===== src/rtl/adc_frame_streamer_pkg.sv =====
// ---------------------------------------------------------------------------
// adc_frame_streamer_pkg
// Shared definitions for the ADC capture-and-stream engine: the state
// encoding used by the top-level FSM, the default frame start byte, and the
// helper functions that size the sample path and the buffer index.
// No ports; imported by adc_frame_streamer and its sample buffer.
// ---------------------------------------------------------------------------
package adc_frame_streamer_pkg;

   typedef enum logic [3:0] {
      IDLE,
      CAPTURE,
      HDR,
      LEN0,
      LEN1,
      DATA,
      CSUM,
      WAIT_HI,
      WAIT_LO,
      DONE
   } state_e;

   localparam logic [7:0] HDR_BYTE_DEFAULT = 8'hA5;

   // Samples up to 8 bits fit in one byte on the wire, wider ones take two.
   function automatic int calc_bps(input int sample_w);
      return (sample_w <= 8) ? 1 : 2;
   endfunction

   // Width of the buffer write/read index; never narrower than one bit.
   function automatic int calc_idx_w(input int depth);
      return (depth > 1) ? $clog2(depth) : 1;
   endfunction

endpackage


===== src/rtl/adc_frame_streamer_sample_buffer.sv =====
// ---------------------------------------------------------------------------
// adc_frame_streamer_sample_buffer
// Simple dual-port RAM, DEPTH x SAMPLE_W, synchronous write and registered
// read. The read port re-reads rd_addr every cycle, so a new address is
// reflected on rd_data one cycle later.
// Ports:
//   sysclk   clock, rising edge
//   rst      synchronous active-high reset (clears only the read register)
//   wr_en    write strobe
//   wr_addr  write index
//   wr_data  sample to store
//   rd_addr  read index
//   rd_data  registered read data
// ---------------------------------------------------------------------------
module adc_frame_streamer_sample_buffer
   import adc_frame_streamer_pkg::*;
#(
   parameter int SAMPLE_W = 12,
   parameter int DEPTH    = 32,
   localparam int IW      = calc_idx_w(DEPTH)
) (
   input  logic                sysclk,
   input  logic                rst,
   input  logic                wr_en,
   input  logic [IW-1:0]       wr_addr,
   input  logic [SAMPLE_W-1:0] wr_data,
   input  logic [IW-1:0]       rd_addr,
   output logic [SAMPLE_W-1:0] rd_data
);

   logic [SAMPLE_W-1:0] mem_q [DEPTH];
   logic [SAMPLE_W-1:0] rd_data_d;
   logic [SAMPLE_W-1:0] rd_data_q;

   // Storage array. It is not reset: every frame overwrites all DEPTH
   // entries before any of them is read back out.
   always_ff @(posedge sysclk) begin
      if (wr_en) begin
         mem_q[wr_addr] <= wr_data;
      end
   end

   // Asynchronous lookup feeding the read register.
   always_comb begin
      rd_data_d = mem_q[rd_addr];
   end

   // Registered read port.
   always_ff @(posedge sysclk) begin
      if (rst) begin
         rd_data_q <= '0;
      end else begin
         rd_data_q <= rd_data_d;
      end
   end

   assign rd_data = rd_data_q;

endmodule


===== src/rtl/adc_frame_streamer.sv =====
// ---------------------------------------------------------------------------
// adc_frame_streamer
// Captures DEPTH samples on rising edges of the divider strobe, then sends
// them through an external uart as: HDR_BYTE, DEPTH[7:0], DEPTH[15:8],
// sample bytes (low then high), XOR checksum of everything after the header.
// Supports single-shot and continuous runs and aborts capture when start
// drops; a frame that has begun transmitting always completes.
// Ports:
//   sysclk    clock, rising edge
//   rst       synchronous active-high reset
//   start     level; arms and holds a capture run
//   mode      0 single-shot, 1 continuous (latched when leaving IDLE)
//   ad_clk    sample strobe from the divider
//   data_ad   ADC result, valid at an ad_clk rising edge
//   tx_data   byte to the uart
//   tx_start  one-cycle write pulse to the uart
//   tx_busy   uart busy
//   ready     frame complete
//   busy      high in every state except IDLE and DONE
// ---------------------------------------------------------------------------
module adc_frame_streamer
   import adc_frame_streamer_pkg::*;
#(
   parameter int         SAMPLE_W = 12,
   parameter int         DEPTH    = 32,
   parameter logic [7:0] HDR_BYTE = HDR_BYTE_DEFAULT
) (
   input  logic                sysclk,
   input  logic                rst,
   input  logic                start,
   input  logic                mode,
   input  logic                ad_clk,
   input  logic [SAMPLE_W-1:0] data_ad,
   output logic [7:0]          tx_data,
   output logic                tx_start,
   input  logic                tx_busy,
   output logic                ready,
   output logic                busy
);

   localparam int          BPS = calc_bps(SAMPLE_W);
   localparam int          IW  = calc_idx_w(DEPTH);
   localparam logic [15:0] LEN = 16'(DEPTH);

   state_e        state_q, state_d;
   state_e        cur_q, cur_d;
   logic          mode_q, mode_d;
   logic          ad_clk_q, ad_clk_d;
   logic [IW-1:0] wr_idx_q, wr_idx_d;
   logic [IW-1:0] rd_idx_q, rd_idx_d;
   logic          byte_sel_q, byte_sel_d;
   logic [7:0]    csum_q, csum_d;
   logic [7:0]    tx_data_q, tx_data_d;
   logic          tx_start_q, tx_start_d;

   logic                strobe_edge;
   logic                buf_we;
   logic [SAMPLE_W-1:0] rd_data;
   logic [15:0]         sample_ext;
   logic [7:0]          sample_byte;

   adc_frame_streamer_sample_buffer #(
      .SAMPLE_W (SAMPLE_W),
      .DEPTH    (DEPTH)
   ) u_sample_buffer (
      .sysclk  (sysclk),
      .rst     (rst),
      .wr_en   (buf_we),
      .wr_addr (wr_idx_q),
      .wr_data (data_ad),
      .rd_addr (rd_idx_q),
      .rd_data (rd_data)
   );

   // The byte of the current sample selected by byte_sel, with bits above
   // SAMPLE_W forced to zero. rd_idx/byte_sel are advanced when a data byte
   // is launched, so by the time WAIT_LO exits the registered read already
   // holds the next sample.
   always_comb begin
      sample_ext  = 16'(rd_data);
      sample_byte = byte_sel_q ? sample_ext[15:8] : sample_ext[7:0];
      strobe_edge = ad_clk && !ad_clk_q;
   end

   // Next-state and datapath logic. Each byte state launches its byte once
   // the uart is idle and remembers itself in cur so WAIT_LO knows which
   // byte comes next. tx_data is loaded on the transition into a byte state,
   // which keeps it stable from the cycle before tx_start until WAIT_LO ends.
   always_comb begin
      state_d    = state_q;
      cur_d      = cur_q;
      mode_d     = mode_q;
      ad_clk_d   = ad_clk;
      wr_idx_d   = wr_idx_q;
      rd_idx_d   = rd_idx_q;
      byte_sel_d = byte_sel_q;
      csum_d     = csum_q;
      tx_data_d  = tx_data_q;
      tx_start_d = 1'b0;
      buf_we     = 1'b0;

      case (state_q)
         IDLE: begin
            if (start) begin
               mode_d     = mode;
               wr_idx_d   = '0;
               rd_idx_d   = '0;
               byte_sel_d = 1'b0;
               csum_d     = '0;
               state_d    = CAPTURE;
            end
         end

         CAPTURE: begin
            if (!start) begin
               state_d = IDLE;
            end else if (strobe_edge) begin
               buf_we   = 1'b1;
               wr_idx_d = wr_idx_q + IW'(1);
               if (wr_idx_q == IW'(DEPTH - 1)) begin
                  tx_data_d = HDR_BYTE;
                  state_d   = HDR;
               end
            end
         end

         HDR, LEN0, LEN1, DATA, CSUM: begin
            if (!tx_busy) begin
               tx_start_d = 1'b1;
               cur_d      = state_q;
               state_d    = WAIT_HI;
               if (state_q inside {LEN0, LEN1, DATA}) begin
                  csum_d = csum_q ^ tx_data_q;
               end
               if (state_q == DATA) begin
                  if (byte_sel_q == 1'(BPS - 1)) begin
                     byte_sel_d = 1'b0;
                     rd_idx_d   = rd_idx_q + IW'(1);
                  end else begin
                     byte_sel_d = 1'b1;
                  end
               end
            end
         end

         WAIT_HI: begin
            if (tx_busy) begin
               state_d = WAIT_LO;
            end
         end

         WAIT_LO: begin
            if (!tx_busy) begin
               case (cur_q)
                  HDR: begin
                     tx_data_d = LEN[7:0];
                     state_d   = LEN0;
                  end
                  LEN0: begin
                     tx_data_d = LEN[15:8];
                     state_d   = LEN1;
                  end
                  LEN1: begin
                     tx_data_d = sample_byte;
                     state_d   = DATA;
                  end
                  DATA: begin
                     if (rd_idx_q == '0 && !byte_sel_q) begin
                        tx_data_d = csum_q;
                        state_d   = CSUM;
                     end else begin
                        tx_data_d = sample_byte;
                        state_d   = DATA;
                     end
                  end
                  default: begin
                     state_d = DONE;
                  end
               endcase
            end
         end

         DONE: begin
            if (!start) begin
               state_d = IDLE;
            end else if (mode_q) begin
               wr_idx_d   = '0;
               rd_idx_d   = '0;
               byte_sel_d = 1'b0;
               csum_d     = '0;
               state_d    = CAPTURE;
            end
         end

         default: begin
            state_d = IDLE;
         end
      endcase
   end

   // State and datapath registers. Reset drops any tx_start in flight.
   always_ff @(posedge sysclk) begin
      if (rst) begin
         state_q    <= IDLE;
         cur_q      <= IDLE;
         mode_q     <= 1'b0;
         ad_clk_q   <= 1'b0;
         wr_idx_q   <= '0;
         rd_idx_q   <= '0;
         byte_sel_q <= 1'b0;
         csum_q     <= '0;
         tx_data_q  <= '0;
         tx_start_q <= 1'b0;
      end else begin
         state_q    <= state_d;
         cur_q      <= cur_d;
         mode_q     <= mode_d;
         ad_clk_q   <= ad_clk_d;
         wr_idx_q   <= wr_idx_d;
         rd_idx_q   <= rd_idx_d;
         byte_sel_q <= byte_sel_d;
         csum_q     <= csum_d;
         tx_data_q  <= tx_data_d;
         tx_start_q <= tx_start_d;
      end
   end

   assign tx_data  = tx_data_q;
   assign tx_start = tx_start_q;
   assign ready    = (state_q == DONE);
   assign busy     = (state_q != IDLE) && (state_q != DONE);

endmodule


===== config.mk =====
export PLATFORM = sky130hd
export DESIGN_NAME = adc_frame_streamer
export DESIGN_NICKNAME = d
export VERILOG_FILES = /design/src/rtl/adc_frame_streamer_pkg.sv /design/src/rtl/adc_frame_streamer_sample_buffer.sv /design/src/rtl/adc_frame_streamer.sv
export SDC_FILE = /design/constraint.sdc
export NUM_CORES = 1
export LEC_CHECK = 0
export BUFFER_PORTS_ARGS = -buffer_cell sky130_fd_sc_hd__buf_4
export CORE_ASPECT_RATIO = 0.8
export CORE_MARGIN = 5
export CORE_UTILIZATION = 55
export CTS_CLUSTER_DIAMETER = 120
export DETAILED_ROUTE_END_ITERATION = 16
export GPL_TIMING_DRIVEN = 0
export HOLD_SLACK_MARGIN = 0.08
export PLACE_DENSITY = 0.81
export SYNTH_ARGS = -nofsm -noshare
export SYNTH_HDL_FRONTEND = slang
export SYNTH_SLANG_ARGS = --single-unit

===== constraint.sdc =====
create_clock -name sysclk -period 2.6 [get_ports sysclk]
set_input_delay 0.13 -clock sysclk [delete_from_list [all_inputs] [get_ports sysclk]]
set_output_delay 0.13 -clock sysclk [all_outputs]
set_load 0.01 [all_outputs]

==> results by group <==
Power and ir drop
  • Internal: 11.88 mW
  • Max IR drop VDD: 0.5997 mV
  • Static Leak: 6.414 nW
  • Total Power: 15.90 mW
  • Comb power frac: 0.156
  • Net switching power: 4.022 mW
  • Clk network pwr share: 0.359
  • Seq pwr share: 0.486
  • Power per cell area: 782.0 nW/um^2
  • Sw frac: 0.2530

Critical path
  • CP arrival: 3.01 ns
  • CP max FO: 10
  • Kind of critical path: register to register
  • Crit path launch type: register
  • Max incr delay on CP: 0.58 ns
  • CP endpoint kind: register
  • Crit path cell chain: buf_6 -> clkbuf_1 -> nor2_1 -> o21ai_0 -> nand2b_1 -> clkbuf_1 -> clkbuf_1 -> nor2_1
  • RR Startpoint: state_q[0]
  • Worst Setup SP: state_q[0]
  • Crit path required time: 3.01 ns
  • Top cell by count, worst path: clkbuf_1
  • CP max stage cell: clkbuf_1

Place
  • GP Congestion: 0.9301
  • Pre-CTS setup slack: -0.8662 ns
  • Placed cells: 1402
  • Placed Area: 17870 sq um
  • Estimated wirelength of the detail-placed design: 25780 um
  • IO Port Bufs: 26

STA
  • Final setup margin: 0.009341 ns
  • Period utilization: 0.9964
  • Clk_skew: 0.03226 ns
  • Max Freq: 0.3860 GHz
  • Fin. Hold Viols: 0
  • Post-route minimum period: 2.591 ns
  • Least-Margin Pin Slew: 0.9709 ns
  • Final slew viol count: 0
  • Setup Viol. Count Final: 0
  • Relative slew slack: 0.3468
  • Worst hold slack: 0.1122 ns

Floorplan
  • Initial core utilization: 0.5607
  • Core box area: 30600 sq um
  • Die area: 34850 sq um
  • # IOs: 29
  • # rows: 57
  • Die Width: 207.5 um
  • Die span in y: 168.0 um

Detailed routing
  • DR vias/cell: 6.649
  • # DRC: 0
  • Routed WL per cell: 29.02 um
  • Post-route antenna net violation count: 0
  • First drt pass iteration count: 7
  • Routed vias: 10246
  • Initial DRC Count: 1726
  • Drt total wl: 44730 um

Status
  • Status: finished, final reports clean

Synth
  • Mapped Area: 17160 sq um
  • Post-synthesis async set-or-reset flop share: 0
  • Syn Nets: 988
  • Synth cell types: 58
  • Number of synthesized flops with an enable pin: 384
  • Average size of a mapped cell: 17.81 sq um
  • Register area share after synthesis: 0.7305
  • Main synth FF type: edfxtp_1
  • FF+latch count, synth: 434
  • Synth Warn #: 0
  • Post-Syn Instances: 963

Global routing
  • Largest net degree at the start of global routing: 33
  • GRT Resource Usage Total: 0.2527
  • Vias in the first global route: 10068
  • Initial antenna violation count: 0
  • Global-route wire length before repair: 65740 um
  • Grt ovf: 0

Clocking
  • Cts bufs inserted: 40
  • Clock slew at reported path FFs: 0.07 ns
  • Clk buf depth: 3
  • CTS tree: built
  • H-Tree Depth: 2
  • Root buf cell: clkbuf_16
  • Worst-skew pair later-pin latency: 0.56 ns
  • Clk sinks: 434

Run
  • Max-Cap Viols: 0

Cells and area
  • Fill cell count: 1888
  • Share of cells above drive strength 1: 0.2606
  • Finished Layout Cells: 1541
  • FF+latch area: 12530 sq um
  • Multi-input logic area: 4634 sq um
  • # diodes: 0
  • Design area: 20330 sq um
  • Area Growth Syn to Fin: 18.51%
  • Nets: 1123

Hold path
  • Min-delay src: start
  • Worst Hold Class: input pin to register
per-stage QoR:
step                      setup TNS, ns  utilization
after floorplan                       0            -
after CTS                        -8.438       0.6616
after detailed placement        -300.01       0.5840
after global routing             -1.163       0.6645
after global placement          -243.57       0.5840
final                                 0       0.6645
cells by family after synthesis:
logic type      Yosys count  share of synthesized area
flops                   434                     0.7305
simple gates            171                    0.04857
compound gates          136                    0.05973
mux                     131                     0.1311
buf+inv                  69                    0.01736
xor+xnor                 15                   0.007658
fa+ha+maj                 7                   0.005105
Yosys cell counts, types with 2 or more instances:
cell / instances / area (sq um)
inv_1: 13 / 48.80
nor3_1: 6 / 30.03
a211oi_1: 31 / 232.7
nand4_1: 2 / 12.51
o21ai_0: 7 / 35.03
xor2_1: 11 / 96.34
mux2_2: 9 / 101.4
and3_1: 6 / 37.54
edfxtp_1: 384 / 11530
o22ai_1: 6 / 37.54
buf_1: 4 / 15.01
mux4_2: 74 / 1667
buf_2: 16 / 80.08
and2_1: 4 / 25.02
o311ai_0: 6 / 52.55
nand3b_1: 6 / 45.04
buf_6: 2 / 22.52
nand2_1: 42 / 157.7
a221oi_1: 3 / 26.28
ha_1: 7 / 87.58
nor2_1: 67 / 251.5
dfxtp_1: 50 / 1001
a22o_1: 11 / 96.34
a22oi_1: 13 / 97.59
xnor2_1: 4 / 35.03
o211ai_1: 9 / 67.56
or3_1: 3 / 18.77
and3b_1: 3 / 26.28
nand2b_1: 7 / 43.79
or3b_2: 2 / 17.52
clkbuf_1: 32 / 120.1
nor2b_1: 10 / 62.56
a21oi_1: 23 / 115.1
nand3_1: 5 / 25.02
mux2i_1: 48 / 480.5
a311oi_1: 3 / 26.28
o221ai_1: 12 / 105.1
nor4_1: 2 / 12.51
power groups by stage:
| stage | Sequential, mW | Combinational [mW] | Clock, mW |
|---|---|---|---|
| floorplan | 7.85 | 1.60 | 0 |
| global placement | 7.86 | 2.20 | 0 |
| detailed placement | 7.86 | 2.24 | 0 |
| CTS | 7.71 | 2.36 | 5.66 |
| global route | 7.72 | 2.61 | 6.06 |
| finish | 7.72 | 2.48 | 5.70 |
layout make-up:
| type | count | share of cell area |
|---|---|---|
| plain buffers | 55 | 0.01483 |
| clock inverters | 20 | 0.007508 |
| inverters | 14 | 0.002585 |
| flip-flops and latches | 434 | 0.6164 |
| multi-input cells | 460 | 0.2280 |
| clock buffers | 52 | 0.05348 |
| repair buffers | 93 | 0.05182 |
| well taps | 413 | 0.02542 |
flip-flops by register name (all words and copies together), names as in the netlist:
name	cells
csum_q	8
tx_start	1
cur_q	4
state_q	4
u_sample_buffer.mem_q	384
u_sample_buffer.rd_data	12
mode_q	1
rd_idx_q	5
tx_data	8
ad_clk_q	1
byte_sel_q	1
wr_idx_q	5
final timing paths:
check                                   to  slack [ns]  cells after the start
worst max register to register   csum_q[3]       0.009                      8
worst min register to register  tx_data[1]        0.49                      2
worst min-delay path                mode_q        0.11                      5
worst max-delay path             csum_q[3]       0.009                      8
cell usage in the layout (no fill, tap or decap), types with 10 or more instances in the layout:
master,Yosys,routed
a211oi_1,31,27
a21oi_1,23,21
a22o_1,11,11
a22oi_1,13,13
buf_12,0,25
buf_4,1,56
clkbuf_1,32,30
clkbuf_16,0,41
clkinv_1,1,11
dfxtp_1,50,50
dlygate4sd3_1,0,17
edfxtp_1,384,384
inv_1,13,13
mux2i_1,48,48
mux4_2,74,74
nand2_1,42,38
nor2_1,67,35
nor2_4,0,32
nor2b_1,10,10
o221ai_1,12,12
xor2_1,11,11
critical path: cells and delay by family (launching register included):
| family | cells | cell delay (ns) |
|---|---|---|
| flops | 1 | 0.30 |
| simple gates | 3 | 0.59 |
| buf+inv | 4 | 1.38 |
| compound gates | 1 | 0.19 |
layer usage:
layer,wire length [um],vias to the layer above,global-route usage
met2,21110,817,0.4017
met4,1528,0,0.07586
met5,0,-,0
li1,-,4145,-
met3,5356,132,0.05786
met1,16730,5152,0.3568
what timing repair did:
item,in CTS,in global routing
endpoints found under the hold margin,388,0
buffers inserted,49,1
hold buffers,17,0
resized for setup,87,26
pin swaps,31,1
endpoints found under the setup margin,406,327
Note: power is estimated with default switching activity, not from simulation.
